<file path="config.mk">
export PLATFORM = sky130hd
export DESIGN_NAME = keypad_emulator
export DESIGN_NICKNAME = d
export VERILOG_FILES = /design/src/rtl/keypad_emulator.sv
export SDC_FILE = /design/constraint.sdc
export NUM_CORES = 1
export LEC_CHECK = 0
export CORE_ASPECT_RATIO = 0.8
export CORE_MARGIN = 2
export CORE_UTILIZATION = 45
export CTS_BUF_LIST = sky130_fd_sc_hd__clkbuf_8
export DETAILED_ROUTE_END_ITERATION = 12
export GPL_TIMING_DRIVEN = 0
export PLACE_DENSITY_LB_ADDON = 0.12
export SLEW_MARGIN = 10
export SYNTH_ARGS = -nofsm -noshare
export SYNTH_HDL_FRONTEND = slang
export SYNTH_SLANG_ARGS = --single-unit
export TNS_END_PERCENT = 10
</file>
<file path="constraint.sdc">
create_clock -name clk -period 3.4 [get_ports clk]
set_clock_uncertainty 0.2 [all_clocks]
set_input_delay 0.51 -clock clk [delete_from_list [all_inputs] [get_ports clk]]
set_output_delay 0.51 -clock clk [all_outputs]
set_load 0.005 [all_outputs]
</file>
<file path="src/rtl/keypad_emulator.sv">
// keypad_emulator: emulates a 4x4 hex keypad behind a column-scanning matrix
// reader. A command presses one key for a given number of complete scan
// frames, then holds all rows released for REL_FRAMES frames before
// signalling done.
// Optional feature macro: KYPD_BOUNCE_EN adds contact chatter for the first
// BOUNCE_CYC clocks after the key is pressed and after it is released.
module keypad_emulator #(
  parameter int HOLD_W     = 8,
  parameter int REL_FRAMES = 2,
  parameter int BOUNCE_CYC = 16
) (
  input  logic              clk,
  input  logic              rst_n,
  input  logic [3:0]        Col,
  output logic [3:0]        Row,
  input  logic [3:0]        key,
  input  logic [HOLD_W-1:0] hold,
  input  logic              cmd_valid,
  output logic              cmd_ready,
  input  logic              abort,
  output logic              busy,
  output logic              done
);

  // One counter serves both the press and the release phase, so it must be
  // wide enough for whichever count is larger.
  localparam int REL_W = $clog2(REL_FRAMES + 1);
  localparam int CNT_W = (HOLD_W > REL_W) ? HOLD_W : REL_W;
  localparam logic [CNT_W-1:0] CNT_MAX  = '1;
  localparam logic [CNT_W-1:0] REL_LAST = (REL_FRAMES > 0) ? CNT_W'(REL_FRAMES - 1) : '0;

  typedef enum logic [1:0] {IDLE, PRESS, RELEASE} state_t;

  state_t            state_reg;
  logic [3:0]        col_reg;
  logic [3:0]        key_reg;
  logic [HOLD_W-1:0] hold_reg;
  logic [CNT_W-1:0]  frame_cnt_reg;

  logic             accept;
  logic             frame_start;
  logic [CNT_W-1:0] hold_eff;
  logic             press_end;
  logic             rel_end;
  logic             press_next;
  logic             release_next;
  logic [3:0]       key_sel;
  logic             key_on;
  logic [3:0]       row_next;

  // Column code (active-low) that scans the given key.
  function automatic logic [3:0] key_col(input logic [3:0] k);
    case (k)
      4'h1, 4'h4, 4'h7, 4'h0: key_col = 4'b0111;
      4'h2, 4'h5, 4'h8, 4'hF: key_col = 4'b1011;
      4'h3, 4'h6, 4'h9, 4'hE: key_col = 4'b1101;
      default:                key_col = 4'b1110;  // A, B, C, D
    endcase
  endfunction

  // Row code (active-low) the given key pulls low when its column is driven.
  function automatic logic [3:0] key_row(input logic [3:0] k);
    case (k)
      4'h1, 4'h2, 4'h3, 4'hA: key_row = 4'b0111;
      4'h4, 4'h5, 4'h6, 4'hB: key_row = 4'b1011;
      4'h7, 4'h8, 4'h9, 4'hC: key_row = 4'b1101;
      default:                key_row = 4'b1110;  // 0, F, E, D
    endcase
  endfunction

`ifdef KYPD_BOUNCE_EN
  localparam int BW = $clog2(BOUNCE_CYC + 2);
  logic [BW-1:0] bounce_cnt_reg;
  logic [BW-1:0] bounce_cnt_next;
  logic          chatter;

  // Clocks since the last press/release entry; restarts on every entry.
  always_comb begin
    if (accept || press_end)
      bounce_cnt_next = '0;
    else if (bounce_cnt_reg < BW'(BOUNCE_CYC))
      bounce_cnt_next = bounce_cnt_reg + 1'b1;
    else
      bounce_cnt_next = bounce_cnt_reg;
    chatter = (bounce_cnt_next < BW'(BOUNCE_CYC));
    // During the window the contact alternates pressed/released each clock.
    if (press_next)
      key_on = !chatter || !bounce_cnt_next[0];
    else
      key_on = release_next && chatter && !bounce_cnt_next[0];
  end

  // Chatter window counter.
  always_ff @(posedge clk) begin
    if (!rst_n) bounce_cnt_reg <= '0;
    else        bounce_cnt_reg <= bounce_cnt_next;
  end
`else
  // Clean contact: the key is closed for exactly the press phase.
  always_comb key_on = press_next;
`endif

  // Next-state decisions; Row is computed from the next state so that the
  // key lets go on the very edge that leaves PRESS.
  always_comb begin
    accept       = (state_reg == IDLE) && cmd_valid && cmd_ready;
    frame_start  = (Col == 4'b0111) && (col_reg != 4'b0111);
    hold_eff     = (hold_reg == '0) ? CNT_W'(1) : CNT_W'(hold_reg);
    press_end    = (state_reg == PRESS) &&
                   (abort || (frame_start && (frame_cnt_reg == hold_eff)));
    rel_end      = (state_reg == RELEASE) && frame_start && (frame_cnt_reg == REL_LAST);
    press_next   = accept || ((state_reg == PRESS) && !press_end);
    release_next = press_end || ((state_reg == RELEASE) && !rel_end);
    key_sel      = accept ? key : key_reg;
    // A non-one-hot Col never equals a key column, so it always reads released.
    row_next     = (key_on && (Col == key_col(key_sel))) ? key_row(key_sel) : 4'b1111;
  end

  // Command FSM with registered outputs and the saturating frame counter.
  always_ff @(posedge clk) begin
    if (!rst_n) begin
      state_reg     <= IDLE;
      col_reg       <= 4'b1111;
      key_reg       <= '0;
      hold_reg      <= '0;
      frame_cnt_reg <= '0;
      Row           <= 4'b1111;
      cmd_ready     <= 1'b1;
      busy          <= 1'b0;
      done          <= 1'b0;
    end else begin
      col_reg   <= Col;
      Row       <= row_next;
      done      <= rel_end;
      busy      <= press_next || release_next;
      // Ready returns one cycle after done, never in the same cycle.
      cmd_ready <= (state_reg == IDLE) && !accept;
      case (state_reg)
        IDLE: begin
          if (accept) begin
            state_reg     <= PRESS;
            key_reg       <= key;
            hold_reg      <= hold;
            frame_cnt_reg <= '0;
          end
        end
        PRESS: begin
          if (press_end) begin
            state_reg     <= RELEASE;
            frame_cnt_reg <= '0;
          end else if (frame_start && (frame_cnt_reg != CNT_MAX)) begin
            frame_cnt_reg <= frame_cnt_reg + 1'b1;
          end
        end
        RELEASE: begin
          if (rel_end) begin
            state_reg     <= IDLE;
            frame_cnt_reg <= '0;
          end else if (frame_start && (frame_cnt_reg != CNT_MAX)) begin
            frame_cnt_reg <= frame_cnt_reg + 1'b1;
          end
        end
        default: state_reg <= IDLE;
      endcase
    end
  end

endmodule

</file>
=== After elaboration in Yosys (flattened, before gate mapping) ===
Memory sizes are Yosys's and may differ from the RTL's. A register that Yosys moved wholly into a read port is not among the register bits.
Cells that the tools add are included.

* Flip-flop bits (word level): 29
* ROM bits: 128
* Output and inout bits: 7
* Word-level logic and storage cells: 60
* Memories: 2

{| class="wikitable"
|+ Memories
! memory !! words !! width !! read ports !! clocked after memory_dff !! write ports !! line !! source
|-
| (no name shown) || 16 || 4 || 1 || 0 || 0 || 53 || <nowiki>case (k)</nowiki>
|-
| (no name shown) || 16 || 4 || 1 || 1 || 0 || 63 || <nowiki>case (k)</nowiki>
|}

* $add $sub $neg: 1
* Eq/ne operators: 11
* Muxes and demuxes: 11
* Reduce and logical (&&, ||, !) cells: 27

{| class="wikitable"
|+ Operators with widths
! cell !! count
|-
| 8-bit 2-to-1 mux || 5
|-
| 8-bit case mux with 3 select lines || 1
|-
| 1-bit logical AND || 12
|-
| 8-bit by 1-bit adder with 8-bit output, second input constant || 1
|-
| 8-bit by 1-bit == test with 1-bit output, second input constant || 1
|-
| 8-bit == test || 1
|-
| 8-bit logical NOT || 1
|-
| 8-bit inequality test, second input constant || 1
|-
| 2-bit 2-to-1 mux || 3
|-
| 2-bit inequality test, second input constant || 3
|-
| 2-bit case mux with 3 select lines || 1
|-
| 2-bit AND reduction || 3
|-
| 4-bit by 3-bit == test with 1-bit output, second input constant || 1
|-
| 4-bit == test || 1
|-
| 1-bit logical NOT || 4
|-
| 1-bit logical OR || 4
|-
| 4-bit 2-to-1 mux || 1
|-
| 4-bit by 3-bit inequality test with 1-bit output, second input constant || 1
|-
| 3-bit AND reduction || 1
|-
| 3-bit nonzero test || 1
|-
| 2-bit by 1-bit == test with 1-bit output, second input constant || 1
|-
| 2-bit == test, second input constant || 1
|-
| 2-bit logical NOT || 1
|}

=== Longest topological paths before layout ===
Gate-level depths: netlist of the first run.

* Depth after elaboration: 12
* Mapped depth: 13
* Depth with buffers taken out: 12

=== Least setup slack after synthesis of the first run ===
No wires, ideal clock.

* Path type: reg-to-reg
* From: register state_reg[0]
* To: register Row[0]
* Arrival time: 2.434 ns
* Data required time: 3.076 ns
* Slack: 0.642 ns
* Cell stages (with the launch flop): 13
* Buffers on the path: 1
* Period minus slack after synthesis: 2.758 ns
* Cell sequence: dfxtp_1 -> inv_1 -> ha_1 -> and3_1 -> buf_2 -> mux2i_1 -> ha_1 -> nand2_1 -> mux2_2 -> a32o_1 -> o211ai_1 -> and4_1 -> o21ai_0

* Longest elaborated chain between the ends: 9
* Elaborated cells between the ends (all ways): 14

{| class="wikitable"
|+ RTL lines
! what !! line !! source
|-
| start, declared || 34 || <nowiki>state_t state_reg;</nowiki>
|-
| start signal, assigned || 122 || <nowiki>state_reg <= IDLE;</nowiki>
|-
| start signal, assigned || 141 || <nowiki>state_reg <= PRESS;</nowiki>
|-
| start signal, assigned || 149 || <nowiki>state_reg <= RELEASE;</nowiki>
|-
| 2-bit logical NOT || 106 || <nowiki>accept = (state_reg == IDLE) && cmd_valid && cmd_ready;</nowiki>
|-
| 1-bit logical AND (2 in a row) || 106 ||
|-
| 4-bit 2-to-1 mux || n/a ||
|-
| memory 16 x 4 bit || n/a ||
|-
| 4-bit == test || 116 || <nowiki>row_next = (key_on && (Col == key_col(key_sel))) ? key_row(key_sel) : 4'b1111;</nowiki>
|-
| 1-bit logical AND || 116 ||
|-
| 2-bit AND reduction (no line) || n/a ||
|-
| 1-bit logical NOT (no line) || n/a ||
|-
| end, declared || 15 || <nowiki>output logic [3:0] Row,</nowiki>
|}

Parallel ways exist; a longest one is shown, timed or not.
A chain may end at the register's enable or synchronous reset.

=== Worst setup path after layout of the first run ===
* From: input cmd_valid
* To: register Row[2]

* Longest elaborated chain between the ends: 8
* Elaborated cells between the ends (all ways): 9

{| class="wikitable"
|+ RTL lines
! what !! line !! source
|-
| start, declared || 18 || <nowiki>input logic cmd_valid,</nowiki>
|-
| 1-bit logical AND * (2 in a row) || 106 ||
|-
| 4-bit 2-to-1 mux * || n/a ||
|-
| net key_sel[0] || 47 || <nowiki>logic [3:0] key_sel;</nowiki>
|-
| memory 16 x 4 bit || n/a ||
|-
| 4-bit == test || 116 ||
|-
| 1-bit logical AND || 116 ||
|-
| 2-bit AND reduction (no line) || n/a ||
|-
| 1-bit logical NOT (no line) || n/a ||
|}

Mark *: on every way through the listed nets, which the timed path passes. The rest lies on a longest branch.

==> results of run 1 <==
[metal layers]
metal	track usage (%)	vias up	part of all wire [%]
li1	-	870	-
met4	8.55	0	1.4
met5	0	-	0
met3	4.87	6	3.8
met1	28.4	768	54
met2	26.5	29	40
[cells by family (layout without fill, tap and decap cells)]
kind of cell | count (synthesis) | in the layout | share of synthesized area (%)
muxes | 21 | 21 | 10.7
adders and majority gates | 11 | 11 | 6.87
buffers and inverters | 15 | 48 | 3.31
xor gates and xnor gates | 14 | 14 | 6.12
AOI/OAI and AO/OA | 41 | 41 | 16.5
and+or+nand+nor | 91 | 91 | 23.5
DFF | 33 | 33 | 33.0
[cell type report]
type	instances	area (sq um)
buffer	9	43.8
inverter	6	22.5
fill	389	1750
clock inverter	3	65.1
sequential	33	661
tap	57	71.3
multi-input combinational	178	1300
clock buffer	5	68.8
timing repair buffer	25	250
[path summary, 6_finish.rpt]
check,start,to,cells past startpoint
worst min register to register,hold_reg[0],hold_reg[0],2
worst max-delay path,cmd_valid,Row[2],12
worst min-delay path,hold_reg[0],hold_reg[0],2
worst max register to register,state_reg[0],Row[2],13
[worst register-to-register path: stages (launching register included)]
cell	delay (ps)
dfxtp_1	350
inv_1	120
ha_1	190
and3_1	140
buf_2	300
mux2i_4	330
inv_1	90
ha_1	300
mux2i_1	170
mux2i_1	90
mux2i_1	250
xnor2_1	150
and4_1	240
o21ai_0	120
[cell usage in the layout, fill, tap and decap left out, drive strengths merged, types with 2 or more instances in the layout]
cell,Yosys,layout
nand2,34,34
dfxtp,33,33
clkdlybuf4s50,0,25
mux2i,18,18
nor2,11,11
ha,11,11
clkbuf,6,11
xor2,9,9
nor2b,9,9
a21boi,9,9
a31oi,8,8
and3,7,7
nand2b,7,7
inv,6,6
o21ai,6,6
nor3,5,5
xnor2,5,5
a21oi,4,4
nand3,4,4
and4,3,3
and2,3,3
mux2,3,3
buf,3,3
nand4b,2,2
nor4,2,2
a41oi,2,2
o211ai,2,2
bufinv,0,2
[stage by stage]
stage	hold WS (ps)	setup TNS, ps	utilization (%)
after floorplan	243	0	-
after global placement	272	-59.7	55.0
after detailed placement	275	-314	55.0
after CTS	284	0	58.1
after global routing	324	0	58.7
final	281	0	58.7
[repair_timing]
item | CTS | global route
hold endpoints to repair | 0 | 0
resized for setup | 0 | 4
buffers inserted | 0 | 0
setup endpoints to repair | 0 | 4
[power breakdown]
| group | switching [mW] | internal (mW) |
|---|---|---|
| Clock | 0.150 | 0.291 |
| Sequential | 0.0383 | 0.432 |
| Combinational | 0.332 | 0.274 |
[synthesized netlist by cell type (2+ instances only)]
cell,n
a41oi_1,2
buf_2,2
and3_1,7
a31oi_1,7
and4_1,3
nor2_1,11
o211ai_1,2
dfxtp_1,33
xnor2_1,5
a21oi_1,4
mux2_2,3
xor2_1,9
nand3_1,4
mux2i_1,18
nor4_1,2
nand4b_1,2
clkbuf_1,6
inv_1,6
nor2b_1,9
nor3_1,5
nand2_1,34
o21ai_0,6
a21boi_0,9
ha_1,11
nand2b_1,7
and2_1,3
==> impl_table.tex, run 1 <==
\begin{tabular}{lr}
\hline
Metric & Value \\
\hline
\multicolumn{2}{l}{\textbf{Final layout}} \\
\quad Nets & 289 \\
\quad Ant diodes & 0 \\
\quad Summed area of non-filler cells in the final layout & 2480 sq um \\
\quad Non-Filler Instances & 316 \\
\quad Ratio of cells with drive above 1 in the final layout & 8.11\% \\
\quad Layout Area Growth over Synthesis & 24.0\% \\
\multicolumn{2}{l}{\textbf{Setup path}} \\
\quad Most repeated library cell on the critical path & mux2i\_1 \\
\quad Slowest Stage Delay on Critical Path & 490 ps \\
\quad Delay-heaviest family, CP & buffers and inverters \\
\quad Register-to-register path setup slack & 250 ps \\
\quad Max stage delay cell, worst path & clkdlybuf4s50\_1 \\
\quad Worst setup path category & input pin to flip-flop \\
\quad Critical path capture point type & flip-flop \\
\quad Sort of element at the start of the critical path & input pin \\
\quad Arrival time at the worst endpoint & 3190 ps \\
\quad CP Data Required Time & 3370 ps \\
\quad Buffer and inverter count on the worst path & 3 \\
\quad Maximum fanout count along the critical path & 10 \\
\quad Cells traversed along the worst timing path & clkdlybuf4s50\_1 > and3\_1 > buf\_2 > mux2i\_4 > inv\_1 > ha\_1 > mux2i\_1 > mux2i\_1 > mux2i\_1 > xnor2\_1 > and4\_1 > o21ai\_0 \\
\multicolumn{2}{l}{\textbf{CTS}} \\
\quad Root buffer cell & clkbuf\_8 \\
\quad Clock Pin Slew Worst Setup and Hold Paths & 70 ps \\
\quad CTS Hold Buffers Added & 0 \\
\quad H-tree level count & 2 \\
\quad CTS tree & built \\
\quad Number of sinks driven by the clock tree & 33 \\
\quad Number of buffers created by CTS & 5 \\
\quad Clock latency at the later pin of the worst-skew pair & 290 ps \\
\quad Clock Tree Buf Depth & 2 \\
\multicolumn{2}{l}{\textbf{Status}} \\
\quad Status & complete, no violations \\
\multicolumn{2}{l}{\textbf{Placement}} \\
\quad Count of input and output buffers & 25 \\
\quad HPWL after detailed placement & 3230 microns \\
\quad Number of placed instances with taps included & 308 \\
\quad Worst setup timing slack at the placement stage & -106 ps \\
\quad Post-detailed-placement cell area & 2320 sq um \\
\quad Final weighted congestion in routability-driven placement & 0.842 \\
\multicolumn{2}{l}{\textbf{Global route}} \\
\quad Maximum number of pins on one net before global-route repair & 12 \\
\quad Sum of overflow across all layers after global routing & 0 \\
\quad Global-route wire length before repair & 7510 microns \\
\quad Vias in the first global route & 1590 \\
\quad All-Layer GR Usage & 19.4\% \\
\quad Antenna violations before repair & 0 \\
\multicolumn{2}{l}{\textbf{Pwr}} \\
\quad Total power consumption of the routed design & 1.52 mW \\
\quad Leakage dissipation & 0.995 nW \\
\quad Ratio of total power to cell area & 611 nW/um\^{}2 \\
\quad Worst voltage drop across the vdd grid & 0.579 mV \\
\multicolumn{2}{l}{\textbf{Drt}} \\
\quad Number of design-rule violations left by the first detailed-router iteration & 90 \\
\quad Total wire length & 4380 microns \\
\quad Drt via density & 5.29 \\
\quad TritonRoute pass-1 iters & 4 \\
\quad Antenna viol nets, final & 0 \\
\quad Total via count after detailed routing & 1673 \\
\quad DR WL/cell & 13.9 microns \\
\quad Drt drc & 0 \\
\multicolumn{2}{l}{\textbf{Timing}} \\
\quad Setup Viol. Count Final & 0 \\
\quad Final setup margin & 180 ps \\
\quad Tightest Pin Transition & 638 ps \\
\quad Final slew viol count & 0 \\
\quad Final min period & 3220 ps \\
\quad Fraction of the cycle the final worst path needs & 94.7\% \\
\quad Final hold viol count & 0 \\
\quad Peak Freq & 0.311 GHz \\
\quad Remaining max-slew budget at the tightest pin & 57.0\% \\
\quad RSZ-0062 raised after global routing & false \\
\multicolumn{2}{l}{\textbf{Synth}} \\
\quad Top cell type's share of synthesized area & 33.0\% \\
\quad Cell types with the largest area share after synthesis & dfxtp\_1 (33\%), mux2i\_1 (9.0\%), ha\_1 (6.9\%) \\
\quad Post-synth EDFFs & 0 \\
\quad Number of distinct library cells after synthesis & 42 \\
\quad Area of the mapped netlist & 2000 sq um \\
\quad FFs w/ async S/R, synth & 0\% \\
\quad Count of warnings emitted by yosys & 0 \\
\quad Mean instance size in the synthesized netlist & 8.86 sq um \\
\quad Post-Synthesis Net Count & 257 \\
\quad Flip-flop and latch count after synthesis & 33 \\
\quad Top\_reg\_cell synth & dfxtp\_1 \\
\quad Register area share after synthesis & 33.0\% \\
\quad Number of instances in the synthesized netlist & 226 \\
\quad Library cell occupying the most area in the post-synthesis netlist & dfxtp\_1 \\
\multicolumn{2}{l}{\textbf{Floorplan}} \\
\quad Row count & 21 \\
\quad Initial core utilization & 47.4\% \\
\quad Die height & 63.7 microns \\
\quad Total Die Area & 5000 sq um \\
\quad Die span in x & 78.6 microns \\
\quad Placeable core region & 4230 sq um \\
\quad Count of boundary I/O pins & 27 \\
\multicolumn{2}{l}{\textbf{Worst hold path}} \\
\quad Worst hold-check path type & flip-flop to flip-flop \\
\multicolumn{2}{l}{\textbf{Run}} \\
\quad Maximum capacitance violations & 0 \\
\hline
\end{tabular}
(Power assumes the default switching activity.)
==> run 2, diff against run 1 <==
--- a/config.mk
+++ b/config.mk
@@ -5,6 +5,7 @@
 export SDC_FILE = /design/constraint.sdc
 export NUM_CORES = 1
 export LEC_CHECK = 0
+export ABC_AREA = 1
 export CORE_ASPECT_RATIO = 0.8
 export CORE_MARGIN = 2
 export CORE_UTILIZATION = 45
==> run 2 against run 1 <==
Final cell count up 22%. Global-route usage up 0.49 points. Critical path depth up 5. Die area down 0.83%. Cell area down 3.8%. Clock-buffer cell count unchanged. Critical path type is now flip-flop to flip-flop. Largest power group unchanged. Highest routed layer unchanged.
==> impl_table.tex, run 2 <==
\begin{tabular}{lr}
\hline
Metric & Value \\
\hline
\multicolumn{2}{l}{\textbf{Placement}} \\
\quad Number of placed instances with taps included & 377 (was 308) \\
\quad HPWL after detailed placement & 3380 microns (was 3230 microns) \\
\quad Final weighted congestion in routability-driven placement & 0.863 (was 0.842) \\
\quad Worst setup timing slack at the placement stage & 5.15 ps (was -106 ps) \\
\quad Count of input and output buffers & 25 (unchanged) \\
\multicolumn{2}{l}{\textbf{Timing}} \\
\quad Setup TNS & 0 ps (unchanged) \\
\quad Setup Viol. Count Final & 0 (unchanged) \\
\quad Remaining max-slew budget at the tightest pin & 65.6\% (was 57.0\%) \\
\quad Peak Freq & 0.328 GHz (was 0.311 GHz) \\
\quad Final slew viol count & 0 (unchanged) \\
\quad Tightest Pin Transition & 516 ps (was 638 ps) \\
\quad Final min period & 3050 ps (was 3220 ps) \\
\quad Final setup margin & 352 ps (was 180 ps) \\
\quad Final hold viol count & 0 (unchanged) \\
\quad Fraction of the cycle the final worst path needs & 89.6\% (was 94.7\%) \\
\quad RSZ-0062 raised after global routing & false (unchanged) \\
\multicolumn{2}{l}{\textbf{CTS}} \\
\quad Root buffer cell & clkbuf\_8 (unchanged) \\
\quad CTS tree & built (unchanged) \\
\quad H-tree level count & 2 (unchanged) \\
\quad Setup Fix Bufs, Post-CTS & 0 (unchanged) \\
\quad Clock Tree Buf Depth & 2 (unchanged) \\
\quad Clock latency at the later pin of the worst-skew pair & 280 ps (was 290 ps) \\
\quad Number of sinks driven by the clock tree & 33 (unchanged) \\
\quad Number of buffers created by CTS & 5 (unchanged) \\
\quad Clock Pin Slew Worst Setup and Hold Paths & 70 ps (about the same) \\
\quad CTS Hold Buffers Added & 0 (unchanged) \\
\multicolumn{2}{l}{\textbf{Floorplan}} \\
\quad Count of boundary I/O pins & 27 (unchanged) \\
\quad Initial core utilization & 47.2\% (was 47.4\%) \\
\quad Die span in x & 78.3 microns (was 78.6 microns) \\
\quad Die height & 63.4 microns (was 63.7 microns) \\
\quad Placeable core region & 4200 sq um (was 4230 sq um) \\
\quad Total Die Area & 4960 sq um (was 5000 sq um) \\
\quad Row count & 21 (unchanged) \\
\multicolumn{2}{l}{\textbf{Setup path}} \\
\quad Critical path capture point type & flip-flop (unchanged) \\
\quad Worst reg2reg startpoint & state\_reg[0] (unchanged) \\
\quad Arrival time at the worst endpoint & 3000 ps (was 3190 ps) \\
\quad Depth of the worst register-to-register path & 17 (was 13) \\
\quad Sort of element at the start of the critical path & flip-flop (was input pin) \\
\quad Maximum fanout count along the critical path & 10 (unchanged) \\
\quad Register-to-register path setup slack & 350 ps (was 250 ps) \\
\quad CP Data Required Time & 3350 ps (was 3370 ps) \\
\quad Worst setup path category & flip-flop to flip-flop (was input pin to flip-flop) \\
\quad Worst r2r dst & Row[1] (was Row[2]) \\
\multicolumn{2}{l}{\textbf{Drt}} \\
\quad Antenna viol nets, final & 0 (unchanged) \\
\quad DR WL/cell & 11.2 microns (was 13.9 microns) \\
\quad Total via count after detailed routing & 1825 (was 1673) \\
\quad TritonRoute pass-1 iters & 4 (unchanged) \\
\quad Total wire length & 4330 microns (was 4380 microns) \\
\quad Drt drc & 0 (unchanged) \\
\quad Drt via density & 4.74 (was 5.29) \\
\quad Number of design-rule violations left by the first detailed-router iteration & 136 (was 90) \\
\multicolumn{2}{l}{\textbf{Run}} \\
\quad Maximum capacitance violations & 0 (unchanged) \\
\multicolumn{2}{l}{\textbf{Worst hold path}} \\
\quad Endpoint with the worst hold slack & hold\_reg[1] (was hold\_reg[0]) \\
\quad Hold path start & hold\_reg[1] (was hold\_reg[0]) \\
\quad Worst hold-check path type & flip-flop to flip-flop (unchanged) \\
\quad Min-Delay Path Depth & 2 (unchanged) \\
\multicolumn{2}{l}{\textbf{Synth}} \\
\quad Count of warnings emitted by yosys & 0 (unchanged) \\
\quad Post-synth EDFFs & 0 (unchanged) \\
\quad Top\_reg\_cell synth & dfxtp\_1 (unchanged) \\
\quad Top cell type's share of synthesized area & 33.3\% (was 33.0\%) \\
\quad Area of the mapped netlist & 1990 sq um (was 2000 sq um) \\
\quad Cell with the most instances after synthesis & nand2\_1 (unchanged) \\
\quad Register area share after synthesis & 33.3\% (was 33.0\%) \\
\quad Commonest cells in the netlist & nand2\_1 (78), inv\_1 (42), dfxtp\_1 (33), nand3\_1 (30), nor2\_1 (21) (was nand2\_1 (34), dfxtp\_1 (33), mux2i\_1 (18), ha\_1 (11), nor2\_1 (11)) \\
\quad Mean instance size in the synthesized netlist & 6.73 sq um (was 8.86 sq um) \\
\quad Cell types with the largest area share after synthesis & dfxtp\_1 (33\%), nand2\_1 (15\%), inv\_1 (7.9\%) (was dfxtp\_1 (33\%), mux2i\_1 (9.0\%), ha\_1 (6.9\%)) \\
\quad Flip-flop and latch count after synthesis & 33 (unchanged) \\
\quad Number of distinct library cells after synthesis & 29 (was 42) \\
\quad Post-Synthesis Net Count & 326 (was 257) \\
\quad Library cell occupying the most area in the post-synthesis netlist & dfxtp\_1 (unchanged) \\
\quad Number of instances in the synthesized netlist & 295 (was 226) \\
\quad FFs w/ async S/R, synth & 0\% (unchanged) \\
\multicolumn{2}{l}{\textbf{Final layout}} \\
\quad Final standard cell utilization of the core & 56.8\% (was 58.7\%) \\
\quad Nets & 358 (was 289) \\
\quad Ant diodes & 0 (unchanged) \\
\quad Most common cell after layout, fill and taps aside & nand2\_1 (unchanged) \\
\quad Most frequent cells in the layout & nand2\_1 (78), inv\_1 (43), dfxtp\_1 (33) (was nand2\_1 (34), dfxtp\_1 (33), clkdlybuf4s50\_1 (25)) \\
\quad Multi-input logic area & 1100 sq um (was 1300 sq um) \\
\quad Layout filler cell count & 431 (was 389) \\
\quad Area taken by flip-flops and latches & 661 sq um (unchanged) \\
\quad Non-Filler Instances & 385 (was 316) \\
\quad Ratio of cells with drive above 1 in the final layout & 9.15\% (was 8.11\%) \\
\quad Layout Area Growth over Synthesis & 20.4\% (was 24.0\%) \\
\multicolumn{2}{l}{\textbf{Global route}} \\
\quad Antenna violations before repair & 0 (unchanged) \\
\quad Vias in the first global route & 1673 (was 1590) \\
\quad Maximum number of pins on one net before global-route repair & 11 (was 12) \\
\quad Sum of overflow across all layers after global routing & 0 (unchanged) \\
\quad Global-route wire length before repair & 7760 microns (was 7510 microns) \\
\quad All-Layer GR Usage & 19.9\% (was 19.4\%) \\
\multicolumn{2}{l}{\textbf{Pwr}} \\
\quad Leakage dissipation & 1.08 nW (was 0.995 nW) \\
\quad Ratio of total power to cell area & 647 nW/um\^{}2 (was 611 nW/um\^{}2) \\
\quad Worst voltage drop across the vdd grid & 0.385 mV (was 0.579 mV) \\
\multicolumn{2}{l}{\textbf{Status}} \\
\quad Status & complete, no violations (unchanged) \\
\hline
\end{tabular}
-- run 2: cell types whose count changed after synthesis, moves of 5 or more --
cell and delta:
nor2b_1 -9, and3_1 -7, mux2i_1 -18, nor2_1 +10
nand2_1 +44, inv_1 +36, nor2_2 +5, a31oi_1 -6
a21oi_1 +15, nand2_2 +5, nand3_1 +26, a21boi_0 -8
nand2b_1 -7, o21ai_0 +7
-- run 2: repair_timing --
item,CTS,global route
setup endpoints to repair,0,1
hold endpoints to repair,0,0
gates resized for setup,0,1
-- run 2: final cells by class --
| cell class | instances | share of cell area, % |
|---|---|---|
| Multi-Input combinational cell | 208 | 46.2 |
| Clock inverter | 3 | 0.576 |
| Timing Repair Buffer | 25 | 10.5 |
| Buffer | 10 | 2.36 |
| Tap cell | 57 | 2.98 |
| Sequential cell | 33 | 27.6 |
| Inverter | 44 | 6.91 |
| Clock buffer | 5 | 2.88 |
-- run 2: where the power goes --
part / internal, mW / total, mW / switching (mW)
clock network: 0.139 / 0.277 / 0.138
registers: 0.456 / 0.494 / 0.0376
logic: 0.279 / 0.774 / 0.495
total: 0.874 / 1.55 / 0.671
-- run 2: through the flow --
stage | power [mW] | instance area, sq um | hold WS (ps)
5_1_grt | 1.69 | 2390 | 315
3_5_place_dp | 1.27 | 2310 | 276
2_1_floorplan | 1.07 | 1990 | 250
4_1_cts | 1.55 | 2390 | 288
3_3_place_gp | 1.26 | 2310 | 273
6_report | 1.55 | 2390 | 285
-- run 2: worst max-delay path by stage --
stage / to / cells after the start / slack [ps] / startpoint
final: Row[1] / 17 / 350 / state_reg[0]
after global routing: Row[1] / 15 / 40 / state_reg[0]
after CTS: Row[1] / 15 / 280 / cmd_valid
after detailed placement: Row[1] / 15 / 5 / cmd_valid
after global placement: Row[1] / 15 / 10 / cmd_valid
after floorplan: Row[0] / 17 / 850 / state_reg[0]
-- run 2: kinds of logic after synthesis --
family,after synthesis,synth area share (%)
and+or+nand+nor,146,31.7
buffers and inverters,54,11.2
AOI/OAI and AO/OA,43,13.4
DFF,33,33.3
adders and majority gates,11,6.93
xor gates and xnor gates,8,3.53
-- run 2: routing by layer --
layer / vias to the layer above / track usage [%] / part of all wire (%)
met3: 5 / 4.58 / 6.1
met1: 786 / 29.2 / 53
met4: 0 / 4.61 / 0.95
li1: 990 / - / -
met2: 44 / 29.5 / 40
met5: - / 0 / 0
-- run 2: critical path, cell delays in order, from the launching register on --
cell,delay [ps]
dfxtp_1,380
inv_1,100
ha_1,250
nand3_2,120
buf_6,180
clkbuf_1,350
nand2_1,90
o21ai_1,210
inv_1,110
ha_1,240
nand2_1,100
nand2_1,60
nand2_1,80
nand2_1,60
nand2_1,50
nand2_1,60
nor2_2,160
nand3_1,110
==> run 3, diff against run 2 <==
--- a/config.mk
+++ b/config.mk
@@ -9,7 +9,7 @@
 export CORE_ASPECT_RATIO = 0.8
 export CORE_MARGIN = 2
 export CORE_UTILIZATION = 45
-export CTS_BUF_LIST = sky130_fd_sc_hd__clkbuf_8
+export CTS_BUF_LIST = sky130_fd_sc_hd__clkbuf_4 sky130_fd_sc_hd__clkbuf_8 sky130_fd_sc_hd__clkbuf_16
 export DETAILED_ROUTE_END_ITERATION = 12
 export GPL_TIMING_DRIVEN = 0
 export PLACE_DENSITY_LB_ADDON = 0.12
==> run 3 against run 2 <==
Global-route usage is the same. Fmax barely moved. Register-to-register slack barely moved. Die area is the same. Highest routed layer unchanged.
==> impl_table.tex, run 3 (synthesized netlist as in run 2, its figures left out) <==
\begin{tabular}{lr}
\hline
Metric & Value \\
\hline
\multicolumn{2}{l}{\textbf{Drt}} \\
\quad Number of design-rule violations left by the first detailed-router iteration & 137 (was 136) \\
\quad DR WL/cell & 11.3 microns (was 11.2 microns) \\
\quad Drt via density & 4.76 (was 4.74) \\
\quad Total wire length & 4330 microns (about the same) \\
\quad Total via count after detailed routing & 1834 (was 1825) \\
\quad TritonRoute pass-1 iters & 4 (unchanged) \\
\quad Antenna viol nets, final & 0 (unchanged) \\
\quad Drt drc & 0 (unchanged) \\
\multicolumn{2}{l}{\textbf{Timing}} \\
\quad Setup Viol. Count Final & 0 (unchanged) \\
\quad Final slew viol count & 0 (unchanged) \\
\quad Final min period & 3050 ps (about the same) \\
\quad RSZ-0062 raised after global routing & false (unchanged) \\
\quad Final hold viol count & 0 (unchanged) \\
\quad Fraction of the cycle the final worst path needs & 89.7\% (was 89.6\%) \\
\quad Tightest Pin Transition & 525 ps (was 516 ps) \\
\quad Peak Freq & 0.328 GHz (about the same) \\
\quad Remaining max-slew budget at the tightest pin & 65.0\% (was 65.6\%) \\
\quad Setup TNS & 0 ps (unchanged) \\
\multicolumn{2}{l}{\textbf{CTS}} \\
\quad Setup Fix Bufs, Post-CTS & 0 (unchanged) \\
\quad Number of sinks driven by the clock tree & 33 (unchanged) \\
\quad Clock Pin Slew Worst Setup and Hold Paths & 70 ps (about the same) \\
\quad Root buffer cell & clkbuf\_8 (unchanged) \\
\quad CTS Hold Buffers Added & 0 (unchanged) \\
\quad H-tree level count & 2 (unchanged) \\
\quad Number of buffers created by CTS & 5 (unchanged) \\
\quad Clock Tree Buf Depth & 2 (unchanged) \\
\quad Clock latency at the later pin of the worst-skew pair & 280 ps (about the same) \\
\quad CTS tree & built (unchanged) \\
\multicolumn{2}{l}{\textbf{Final layout}} \\
\quad Non-Filler Instances & 385 (unchanged) \\
\quad Layout Area Growth over Synthesis & 20.5\% (was 20.4\%) \\
\quad Most common cell after layout, fill and taps aside & nand2\_1 (unchanged) \\
\quad Multi-input logic area & 1100 sq um (unchanged) \\
\quad Most frequent cells in the layout & nand2\_1 (78), inv\_1 (42), dfxtp\_1 (33) (was nand2\_1 (78), inv\_1 (43), dfxtp\_1 (33)) \\
\quad Nets & 358 (unchanged) \\
\quad Layout filler cell count & 429 (was 431) \\
\quad Ant diodes & 0 (unchanged) \\
\quad Ratio of cells with drive above 1 in the final layout & 9.45\% (was 9.15\%) \\
\quad Area taken by flip-flops and latches & 661 sq um (unchanged) \\
\quad Final standard cell utilization of the core & 56.9\% (was 56.8\%) \\
\multicolumn{2}{l}{\textbf{Pwr}} \\
\quad Ratio of total power to cell area & 650 nW/um\^{}2 (was 647 nW/um\^{}2) \\
\quad Leakage dissipation & 1.08 nW (about the same) \\
\quad Total power consumption of the routed design & 1.56 mW (was 1.55 mW) \\
\quad Worst voltage drop across the vdd grid & 0.385 mV (about the same) \\
\multicolumn{2}{l}{\textbf{Global route}} \\
\quad Sum of overflow across all layers after global routing & 0 (unchanged) \\
\quad Maximum number of pins on one net before global-route repair & 11 (unchanged) \\
\quad Global-route wire length before repair & 7760 microns (unchanged) \\
\quad Antenna violations before repair & 0 (unchanged) \\
\quad Vias in the first global route & 1673 (unchanged) \\
\quad All-Layer GR Usage & 19.9\% (unchanged) \\
\multicolumn{2}{l}{\textbf{Setup path}} \\
\quad Sort of element at the start of the critical path & flip-flop (unchanged) \\
\quad Arrival time at the worst endpoint & 3000 ps (about the same) \\
\quad Maximum fanout count along the critical path & 10 (unchanged) \\
\quad CP Data Required Time & 3350 ps (about the same) \\
\quad Critical path capture point type & flip-flop (unchanged) \\
\quad Worst setup path category & flip-flop to flip-flop (unchanged) \\
\multicolumn{2}{l}{\textbf{Placement}} \\
\quad HPWL after detailed placement & 3380 microns (unchanged) \\
\quad Number of placed instances with taps included & 377 (unchanged) \\
\quad Count of input and output buffers & 25 (unchanged) \\
\quad Final weighted congestion in routability-driven placement & 0.863 (unchanged) \\
\multicolumn{2}{l}{\textbf{Floorplan}} \\
\quad Row count & 21 (unchanged) \\
\quad Initial core utilization & 47.2\% (unchanged) \\
\quad Count of boundary I/O pins & 27 (unchanged) \\
\quad Placeable core region & 4200 sq um (unchanged) \\
\quad Total Die Area & 4960 sq um (unchanged) \\
\quad Die span in x & 78.3 microns (unchanged) \\
\quad Die height & 63.4 microns (unchanged) \\
\multicolumn{2}{l}{\textbf{Run}} \\
\quad Maximum capacitance violations & 0 (unchanged) \\
\multicolumn{2}{l}{\textbf{Worst hold path}} \\
\quad Worst hold-check path type & flip-flop to flip-flop (unchanged) \\
\multicolumn{2}{l}{\textbf{Status}} \\
\quad Status & complete, no violations (unchanged) \\
\hline
\end{tabular}
==> run 3: changes by cell type in the layout (fill, tap and decap cells not counted) <==
cell	before	now
inv_1	43	42
clkbuf_4	0	1
==> run 3: through the flow <==
step                hold WS [ps]  worst slack (ps)  instance area (sq um)
CTS                          288               283                   2390
floorplan                    250               847                   1990
global placement             273              14.3                   2310
detailed placement           276              5.15                   2310
global route                 315              42.9                   2390
finish                       285               350                   2390
==> run 3: final timing paths <==
check / depth (start not counted) / start / to / slack (ps)
worst max register to register: 17 / state_reg[0] / Row[1] / 350
worst max-delay path: 17 / state_reg[0] / Row[1] / 350
worst min register to register: 2 / hold_reg[1] / hold_reg[1] / 280
worst min-delay path: 2 / hold_reg[1] / hold_reg[1] / 280
==> run 3: cell type report <==
cell class                      count  share of cell area (%)
Multi-Input combinational cell    208                    46.1
Sequential cell                    33                    27.6
Timing Repair Buffer               25                    10.5
Inverter                           44                    6.90
Clock buffer                        6                    3.19
Tap cell                           57                    2.98
Buffer                             10                    2.35
Clock inverter                      2                   0.418
==> run 3: metal layers <==
| layer | vias up | part of all wire, % | global-route usage [%] |
|---|---|---|---|
| li1 | 991 | - | - |
| met1 | 798 | 53 | 29.2 |
| met2 | 40 | 40 | 29.5 |
| met3 | 5 | 5.7 | 4.58 |
| met4 | 0 | 0.95 | 4.61 |
| met5 | - | 0 | 0 |
==> run 3: repair_timing <==
action / in CTS / in global routing
gates resized for setup: 0 / 1
endpoints found under the setup margin: 0 / 1
endpoints found under the hold margin: 0 / 0
==> run 3: report_power, final <==
| group | switching [mW] | internal [mW] |
|---|---|---|
| Combinational | 0.495 | 0.279 |
| Sequential | 0.0376 | 0.456 |
| Clock | 0.138 | 0.150 |
| Total | 0.670 | 0.885 |
==> run 3: critical path, stage by stage (launching register included) <==
cell and delay (ps):
dfxtp_1 380, inv_1 100, ha_1 250, nand3_2 120, buf_6 180, clkbuf_1 350
nand2_1 90, o21ai_1 210, inv_1 110, ha_1 240, nand2_1 100, nand2_1 60
nand2_1 80, nand2_1 60, nand2_1 50, nand2_1 60, nor2_2 160, nand3_1 110
